--- config.mk ---
export PLATFORM = sky130hd
export DESIGN_NAME = rv32_exec_alu
export DESIGN_NICKNAME = d
export VERILOG_FILES = /design/src/rtl/rv32_exec_alu_pkg.sv /design/src/rtl/rv32_exec_alu_imm_decode.sv /design/src/rtl/rv32_exec_alu.sv
export SDC_FILE = /design/constraint.sdc
export NUM_CORES = 1
export LEC_CHECK = 0
export ABC_AREA = 1
export ABC_CLOCK_PERIOD_IN_PS = 2500
export BUFFER_PORTS_ARGS = -buffer_cell sky130_fd_sc_hd__buf_4
export CORE_MARGIN = 5
export CORE_UTILIZATION = 40
export DETAILED_ROUTE_END_ITERATION = 7
export PLACE_DENSITY = 0.61
export SETUP_SLACK_MARGIN = 0.05
export SLEW_MARGIN = 30
export SYNTH_ARGS = -nofsm -noshare
export SYNTH_HDL_FRONTEND = slang
export SYNTH_SLANG_ARGS = --single-unit
export TNS_END_PERCENT = 10
--- constraint.sdc ---
create_clock -name clk -period 2.5 [get_ports clk]
set_clock_uncertainty 0.05 [all_clocks]
set_input_delay 0.125 -clock clk [delete_from_list [all_inputs] [get_ports clk]]
set_output_delay 0.125 -clock clk [all_outputs]
set_load 0.01 [all_outputs]
--- src/rtl/rv32_exec_alu_pkg.sv ---
// Shared RV32I encodings for the execute-stage ALU: opcodes, funct3 codes
// and the immediate-format classification used by the immediate decoder.
package rv32_exec_alu_pkg;

  localparam logic [6:0] OP_R      = 7'b0110011;
  localparam logic [6:0] OP_IMM    = 7'b0010011;
  localparam logic [6:0] OP_LOAD   = 7'b0000011;
  localparam logic [6:0] OP_STORE  = 7'b0100011;
  localparam logic [6:0] OP_BRANCH = 7'b1100011;
  localparam logic [6:0] OP_LUI    = 7'b0110111;
  localparam logic [6:0] OP_AUIPC  = 7'b0010111;
  localparam logic [6:0] OP_JAL    = 7'b1101111;
  localparam logic [6:0] OP_JALR   = 7'b1100111;
  localparam logic [6:0] OP_SYSTEM = 7'b1110011;

  localparam logic [2:0] F3_ADD  = 3'b000;
  localparam logic [2:0] F3_SLL  = 3'b001;
  localparam logic [2:0] F3_SLT  = 3'b010;
  localparam logic [2:0] F3_SLTU = 3'b011;
  localparam logic [2:0] F3_XOR  = 3'b100;
  localparam logic [2:0] F3_SR   = 3'b101;
  localparam logic [2:0] F3_OR   = 3'b110;
  localparam logic [2:0] F3_AND  = 3'b111;

  localparam logic [2:0] F3_BEQ  = 3'b000;
  localparam logic [2:0] F3_BNE  = 3'b001;
  localparam logic [2:0] F3_BLT  = 3'b100;
  localparam logic [2:0] F3_BGE  = 3'b101;
  localparam logic [2:0] F3_BLTU = 3'b110;
  localparam logic [2:0] F3_BGEU = 3'b111;

  typedef enum logic [2:0] {
    IMM_I,
    IMM_S,
    IMM_B,
    IMM_U,
    IMM_J,
    IMM_NONE
  } imm_fmt_e;

  function automatic imm_fmt_e imm_format(input logic [6:0] opcode);
    imm_fmt_e fmt;
    case (opcode)
      OP_LOAD, OP_IMM, OP_JALR, OP_SYSTEM: fmt = IMM_I;
      OP_STORE:                            fmt = IMM_S;
      OP_BRANCH:                           fmt = IMM_B;
      OP_LUI, OP_AUIPC:                    fmt = IMM_U;
      OP_JAL:                              fmt = IMM_J;
      default:                             fmt = IMM_NONE;
    endcase
    return fmt;
  endfunction

endpackage

--- src/rtl/rv32_exec_alu_imm_decode.sv ---
// Combinational RV32I immediate decoder: raw instruction word in,
// sign-extended (or upper) immediate out; unknown formats yield zero.
module rv32_imm_decode
  import rv32_exec_alu_pkg::*;
(
  input  logic [31:0] inst,
  output logic [31:0] imm
);

  imm_fmt_e fmt;

  assign fmt = imm_format(inst[6:0]);

  always_comb begin
    // NOTE: every path assigns imm (default arm included), so no latch is inferred.
    case (fmt)
      IMM_I:   imm = {{20{inst[31]}}, inst[31:20]};
      IMM_S:   imm = {{20{inst[31]}}, inst[31:25], inst[11:7]};
      IMM_B:   imm = {{19{inst[31]}}, inst[31], inst[7], inst[30:25], inst[11:8], 1'b0};
      IMM_U:   imm = {inst[31:12], 12'b0};
      IMM_J:   imm = {{11{inst[31]}}, inst[31], inst[19:12], inst[20], inst[30:21], 1'b0};
      default: imm = '0;
    endcase
  end

endmodule

--- src/rtl/rv32_exec_alu.sv ---
// RV32I execute-stage ALU, branch comparator and immediate decoder, with
// zero-latency outputs plus registered copies for the EX/MEM register.
module rv32_exec_alu
  import rv32_exec_alu_pkg::*;
#(
  parameter int XLEN = 32
) (
  input  logic            clk,
  input  logic            resetn,
  input  logic [31:0]     inst,
  input  logic [XLEN-1:0] in_a,
  input  logic [XLEN-1:0] in_b,
  output logic [XLEN-1:0] result,
  output logic            take_b,
  output logic [31:0]     imm,
  output logic [XLEN-1:0] result_q,
  output logic            take_b_q,
  output logic [31:0]     imm_q
);

  logic [6:0]      opcode;
  logic [2:0]      funct3;
  logic            alt;
  logic [4:0]      shamt;
  logic [XLEN-1:0] result_d;
  logic            take_b_d;
  logic [31:0]     imm_d;

  assign opcode = inst[6:0];
  assign funct3 = inst[14:12];
  assign alt    = inst[30];
  assign shamt  = in_b[4:0];

  rv32_imm_decode u_imm_decode (
    .inst (inst),
    .imm  (imm_d)
  );

  // Non-ALU opcodes reuse the adder for link addresses, AUIPC and address generation.
  always_comb begin
    result_d = in_a + in_b;
    if (opcode == OP_R || opcode == OP_IMM) begin
      case (funct3)
        F3_ADD:  result_d = (opcode == OP_R && alt) ? in_a - in_b : in_a + in_b;
        F3_SLL:  result_d = in_a << shamt;
        F3_SLT:  result_d = {{(XLEN-1){1'b0}}, $signed(in_a) < $signed(in_b)};
        F3_SLTU: result_d = {{(XLEN-1){1'b0}}, in_a < in_b};
        F3_XOR:  result_d = in_a ^ in_b;
        F3_SR:   result_d = alt ? $unsigned($signed(in_a) >>> shamt) : in_a >> shamt;
        F3_OR:   result_d = in_a | in_b;
        F3_AND:  result_d = in_a & in_b;
        default: result_d = in_a + in_b;
      endcase
    end
  end

  always_comb begin
    take_b_d = 1'b0;
    if (opcode == OP_BRANCH) begin
      case (funct3)
        F3_BEQ:  take_b_d = (in_a == in_b);
        F3_BNE:  take_b_d = (in_a != in_b);
        F3_BLT:  take_b_d = ($signed(in_a) < $signed(in_b));
        F3_BGE:  take_b_d = ($signed(in_a) >= $signed(in_b));
        F3_BLTU: take_b_d = (in_a < in_b);
        F3_BGEU: take_b_d = (in_a >= in_b);
        default: take_b_d = 1'b0;
      endcase
    end
  end

  assign result = result_d;
  assign take_b = take_b_d;
  assign imm    = imm_d;

  // NOTE: synchronous reset; all state here is plain pipeline flops, so every one is cleared.
  always_ff @(posedge clk) begin
    // NOTE: non-blocking assignments keep flop updates order-independent.
    if (!resetn) begin
      result_q <= '0;
      take_b_q <= 1'b0;
      imm_q    <= '0;
    end else begin
      result_q <= result_d;
      take_b_q <= take_b_d;
      imm_q    <= imm_d;
    end
  end

endmodule

Word-level counts from Yosys, hierarchy flattened
Index checks and enable logic that the tools add are counted.
{"block": "op_classes", "addsub": 2, "magnitude_cmp": 4, "n_eq_ne": 23, "shift": 3, "mux": 8, "bitwise_logic": 3, "reduce_logical": 6}
{"cell": "case mux 32 bit (8 select lines)", "count": 1}
{"cell": "case mux 32 bit (5 select lines)", "count": 1}
{"cell": "2-to-1 mux 32 bit", "count": 3}
{"cell": "greater-or-equal comparator 32 bit", "count": 2}
{"cell": "< comparator 32 bit", "count": 2}
{"cell": "adder 32 bit", "count": 1}
{"cell": "AND 32 bit", "count": 1}
{"cell": "== test 32 bit", "count": 1}
{"cell": "!= test 32 bit", "count": 1}
{"cell": "bitwise OR 32 bit", "count": 1}
{"cell": "<< shifter 32 x 5 -> 32 bit", "count": 1}
{"cell": ">> shifter 32 x 5 -> 32 bit", "count": 1}
{"cell": ">>> shifter 32 x 5 -> 32 bit", "count": 1}
{"cell": "subtractor 32 bit", "count": 1}
{"cell": "XOR 32 bit", "count": 1}
{"cell": "== test 7 bit (second input constant)", "count": 4}
{"cell": "== test 7 x 6 -> 1 bit (second input constant)", "count": 3}
{"cell": "== test 3 bit (second input constant)", "count": 5}
{"cell": "case mux 3 bit (5 select lines)", "count": 1}
{"cell": "== test 7 x 5 -> 1 bit (second input constant)", "count": 2}
{"cell": "== test 3 x 2 -> 1 bit (second input constant)", "count": 4}
{"cell": "== test 7 x 2 -> 1 bit (second input constant)", "count": 1}
{"cell": "== test 3 x 1 -> 1 bit (second input constant)", "count": 2}
{"cell": "zero test 3 bit", "count": 2}
{"cell": "other kinds (6)", "count": 6}
{"block": "totals", "ff_bits": 65, "input_bits": 98, "out_inout_bits": 130, "wordCells": 52}

Longest topological paths before layout
{"block": "depth", "ltp_word": 5, "mapped_depth": 20, "mapped_depth_nobuf": 19}

By module
A second synthesis with hierarchy kept.
{"block": "hier_totals", "cells_unflattened": 2646, "hier_area_um2": 13839.5}
{"mod": "rv32_exec_alu", "n_inst": 1, "cells_per_inst": 2409, "area_per_inst_um2": 12803.5, "seq_area_each_um2": 1301.2}
{"mod": "rv32_imm_decode", "n_inst": 1, "cells_per_inst": 237, "area_per_inst_um2": 1036.0, "seq_area_each_um2": 0.0}

Worst setup path after synthesis
OpenSTA, ideal clock, no wires.
{"block": "synth_timing", "kind": "input-to-output", "from": "in in_b[2]", "to": "out result[31]", "arrival_time_ns": 2.220, "required_time_ns": 2.325, "path_slack_ns": 0.105, "stages": 20, "path_buffers": 3, "path_cell_list": "inv_2 > buf_2 > buf_1 > ha_1 > buf_2 > nor2_1 > nand2_1 > nand3_1 > nand2_1 > nand2_1 > nand2_1 > nand2_1 > nand2_1 > nand2_1 > nand2_1 > nand3_1 > nand3_1 > nand2_1 > nand2_1 > inv_1"}
{"block": "synth_between", "elab_chain_cells": 4, "elab_cells_between_ends": 9, "classes_between": "add/sub: 2; shift: 3; mux: 4"}
{"item": "start: declaration", "line": "rv32_exec_alu.sv:12", "source": "input logic [XLEN-1:0] in_b,"}
{"item": "adder 32 bit, or another cell as far along"}
{"item": "2-to-1 mux 32 bit, on equally long branches", "line": "rv32_exec_alu.sv:44, rv32_exec_alu.sv:49"}
{"item": "case mux 32 bit (8 select lines)", "line": "rv32_exec_alu.sv:43", "source": "case (funct3)"}
{"item": "2-to-1 mux 32 bit (*)", "line": "rv32_exec_alu.sv:42", "source": "if (opcode == OP_R || opcode == OP_IMM) begin"}
{"item": "end: declaration", "line": "rv32_exec_alu.sv:13", "source": "output logic [XLEN-1:0] result,"}
Mark *: on every way between the ends. The rest lies on a longest branch, timed or not.

Final worst setup path
Ends and elaborated chain as after synthesis.

==> summary.md <==
| Metric | Value |
|---|---|
| Status | finished with violations |
| Failing checks | setup timing |
| Final Util | 0.609 |
| Wirelength, routed | 73700 um |
| Vias in the first global route | 17927 |
| Pwr/cell area | 363 nW/um2 |
| Clock Sinks | 65 |
| Area Growth Syn to Fin | 51.3% |
| Synth top area share | 0.248 |
| Overall power | 6930 uW |
| Slowest CP cell | a21oi_1 |
| Post-synth top area cell | nand2_1 |
| Worst hold path class | input pin to register |
| GPL Wtd Cong | 1.12 |
| Core Rows | 65 |
| Avg Inst Size Synth | 5.20 um2 |
| Root buf cell | clkbuf_16 |
| Crit path max fanout | 50 |
| Worst-margin pin slew | 0.671 ns |
| Final Worst Setup Slack | -0.00949 ns |
| Synth area leaders | nand2_1 (25%), nand3_1 (15%), dfxtp_1 (10%), ha_1 (9.6%), inv_1 (9.3%) |
| YS warnings | 0 |
| Die area | 35300 um2 |
| Residual DRC | 0 |
| Synthesized Nets | 2627 |
| Via/cell ratio | 5.65 |
| Final Hold Viols | 0 |
| Critical path endpoint | result[31] |
| 1st-pass router iterations | 6 |
| Htree depth | 3 |
| Sum Neg Setup Slack | -0.00949 ns |
| Die Y-Extent | 188 um |
| Via count | 19184 |
| Distinct cells, synth | 50 |
| Crit. Startpoint | in_b[2] |
| Worst Path Arrival | 2.33 ns |
| Wirelength per Cell | 21.7 um |
| DRT iter0 DRCs | 2344 |
| Period minus WS final | 2.51 ns |
| Initial antenna violation count | 1 |
| #FFs+latches synth | 65 |
| Largest net degree at the start of global routing | 51 |
| Total CTS buffers | 9 |
| GRT Util Overall | 0.397 |
| Hold wc startpoint | inst[27] |
| Gr ovfl total | 0 |
| Input/output buffers | 227 |
| Layout cells sized above 1 | 0.313 |
| Reg clk slew, reported paths | 0.06 ns |
| Initial core utilization | 0.403 |
| Dpl hpwl | 61800 um |
| Setup crit start kind | input pin |
| CTS tree | built |
| Antenna Cells | 0 |
| Critical Setup Path Class | input pin to primary output |
| Filler instances | 3181 |
| Worst path bufs/invs | 7 |
| MaxCap Viol Count | 0 |
| Slew HR | 0.550 |
| DRT antenna net count | 0 |
| Core footprint | 31400 um2 |
| CP peak stage delay | 0.28 ns |
| IR drop worst, VDD | 0.000314 V |
| Most common cell on crit path | buf_4 |
| Final setup vio count | 1 |
| Final Slew Violations | 0 |
| CP Cell Sequence | buf_4, inv_2, buf_4, buf_12, nand2_1, inv_1, nand3_1, o2111ai_1, nand3_1, a21oi_1, nand2_1, nand2_2, inv_1, buf_4 |
| Worst endpoint required time | 2.33 ns |
| Final worst path period share | 1.00 |
| Placed cell count | 3368 |
| I/O pins | 228 |
| Top delay family on crit path | buffers and inverters |
| Max Clock Freq | 398 MHz |
| Final #Nets | 3184 |
| RSZ-0062 raised after global routing | yes |
| First-pass GRT wire length | 108000 um |
| Fin cells | 3394 |
| Die Wd | 188 um |
| Worst Setup End Kind | primary output |
| Clock buffer depth | 2 |
| Cells after synthesis | 2430 |
| Synth Cell Area | 12600 um2 |
| Sequential cell area fraction in the yosys report | 0.103 |
| Critical path depth | 14 |
| Leakage | 0.0105 uW |
how the worst min path moves through the flow:
stage,endpoint,depth (start not counted),slack [ns]
3_5_place_dp,result_q[21],3,0.35
3_3_place_gp,result_q[10],3,0.35
2_1_floorplan,imm_q[5],2,0.22
6_report,imm_q[7],3,0.02
4_1_cts,imm_q[7],3,0.009
5_1_grt,imm_q[7],3,0.02
layout make-up:
type	instances	area, um2	area share
multi-input combinational	1923	10600	0.554
tap	402	503	0.0263
clock inverter	7	125	0.00654
inverter	331	1250	0.0656
sequential	65	1300	0.0680
clock buffer	9	225	0.0118
timing repair buffer	657	5110	0.267
flip-flops by register name, indices dropped and copies added, names as in the netlist:
| signal | flops |
|---|---|
| imm_q | 32 |
| result_q | 32 |
| take_b_q | 1 |
cells in the mapped netlist, drive strengths merged:
cell     number
a2111oi       1
a211oi        3
a21boi        1
a21o          1
a21oi       148
a221oi        8
a22o          1
a31oi         5
a32oi         1
and2         10
buf          80
clkbuf       31
clkinv        4
dfxtp        65
fa            2
ha           97
inv         327
nand2       838
nand3       382
nand3b        8
nand4        30
nor2        199
nor3         26
nor3b         1
nor4          4
o2111ai       5
o211a         1
o211ai       14
o21a          1
o21ai        92
o21bai       14
o221ai        7
o22ai        14
xnor2         2
xor2          7
worst min-delay path, stage by stage:
cell and delay (ns):
buf_4 0.11, inv_1 0.08, nor3_1 0.05
logic make-up (layout without fill, tap and decap cells):
kind of cell,count (synthesis),count (layout),synth area share
flip-flops,65,65,0.103
XOR/XNOR,9,9,0.00624
buffers and inverters,442,1004,0.144
adder cells (fa/ha/maj),99,99,0.0992
AO/OA/AOI/OAI,317,317,0.142
AND/OR/NAND/NOR,1498,1498,0.506
per-layer routing:
metal,share of wire,GRT usage,vias to the layer above
met5,0.00016,0,-
met4,0.071,0.232,2
met3,0.11,0.0879,261
met2,0.42,0.607,1241
met1,0.40,0.513,8722
li1,-,-,8958
placed cells by master (no fill, tap or decap), drive strengths merged:
cell / count
o21ai: 92
a2111oi: 1
a211oi: 3
nor2: 199
and2: 10
o211ai: 14
clkbuf: 9
o211a: 1
a21boi: 1
nand3b: 8
nor4: 4
o2111ai: 5
nor3: 26
xnor2: 2
o221ai: 7
a21oi: 148
o22ai: 14
a22o: 1
xor2: 7
fa: 2
buf: 653
a21o: 1
ha: 97
nand3: 382
a31oi: 5
nand4: 30
clkinv: 5
clkinvlp: 1
bufinv: 3
a32oi: 1
inv: 329
o21bai: 14
nor3b: 1
dlygate4sd3: 4
nand2: 838
o21a: 1
dfxtp: 65
a221oi: 8
stage by stage:
stage	instance area (um2)	worst slack [ns]	hold WS [ns]
after floorplan	12600	0.105	0.218
after global placement	17600	-0.295	0.348
after detailed placement	17600	-0.267	0.350
after CTS	18200	-0.00351	0.00948
after global routing	19100	-0.0921	0.0243
final	19100	-0.00949	0.0220
power by group:
group / internal [uW] / total (uW) / leakage [uW] / switching (uW)
Clock: 985 / 1510 / 0.000171 / 530
Sequential: 1100 / 1120 / 0.000533 / 17.4
Combinational: 1760 / 4300 / 0.00977 / 2530
timing repair:
item                                    4_1_cts  5_1_grt
hold buffers                                  4        0
setup buffers                                 0        6
endpoints found under the setup margin       25       30
endpoints found under the hold margin        11        0
resized for setup                            77      229
pin swaps                                     6       31
(Power assumes the default switching activity.)
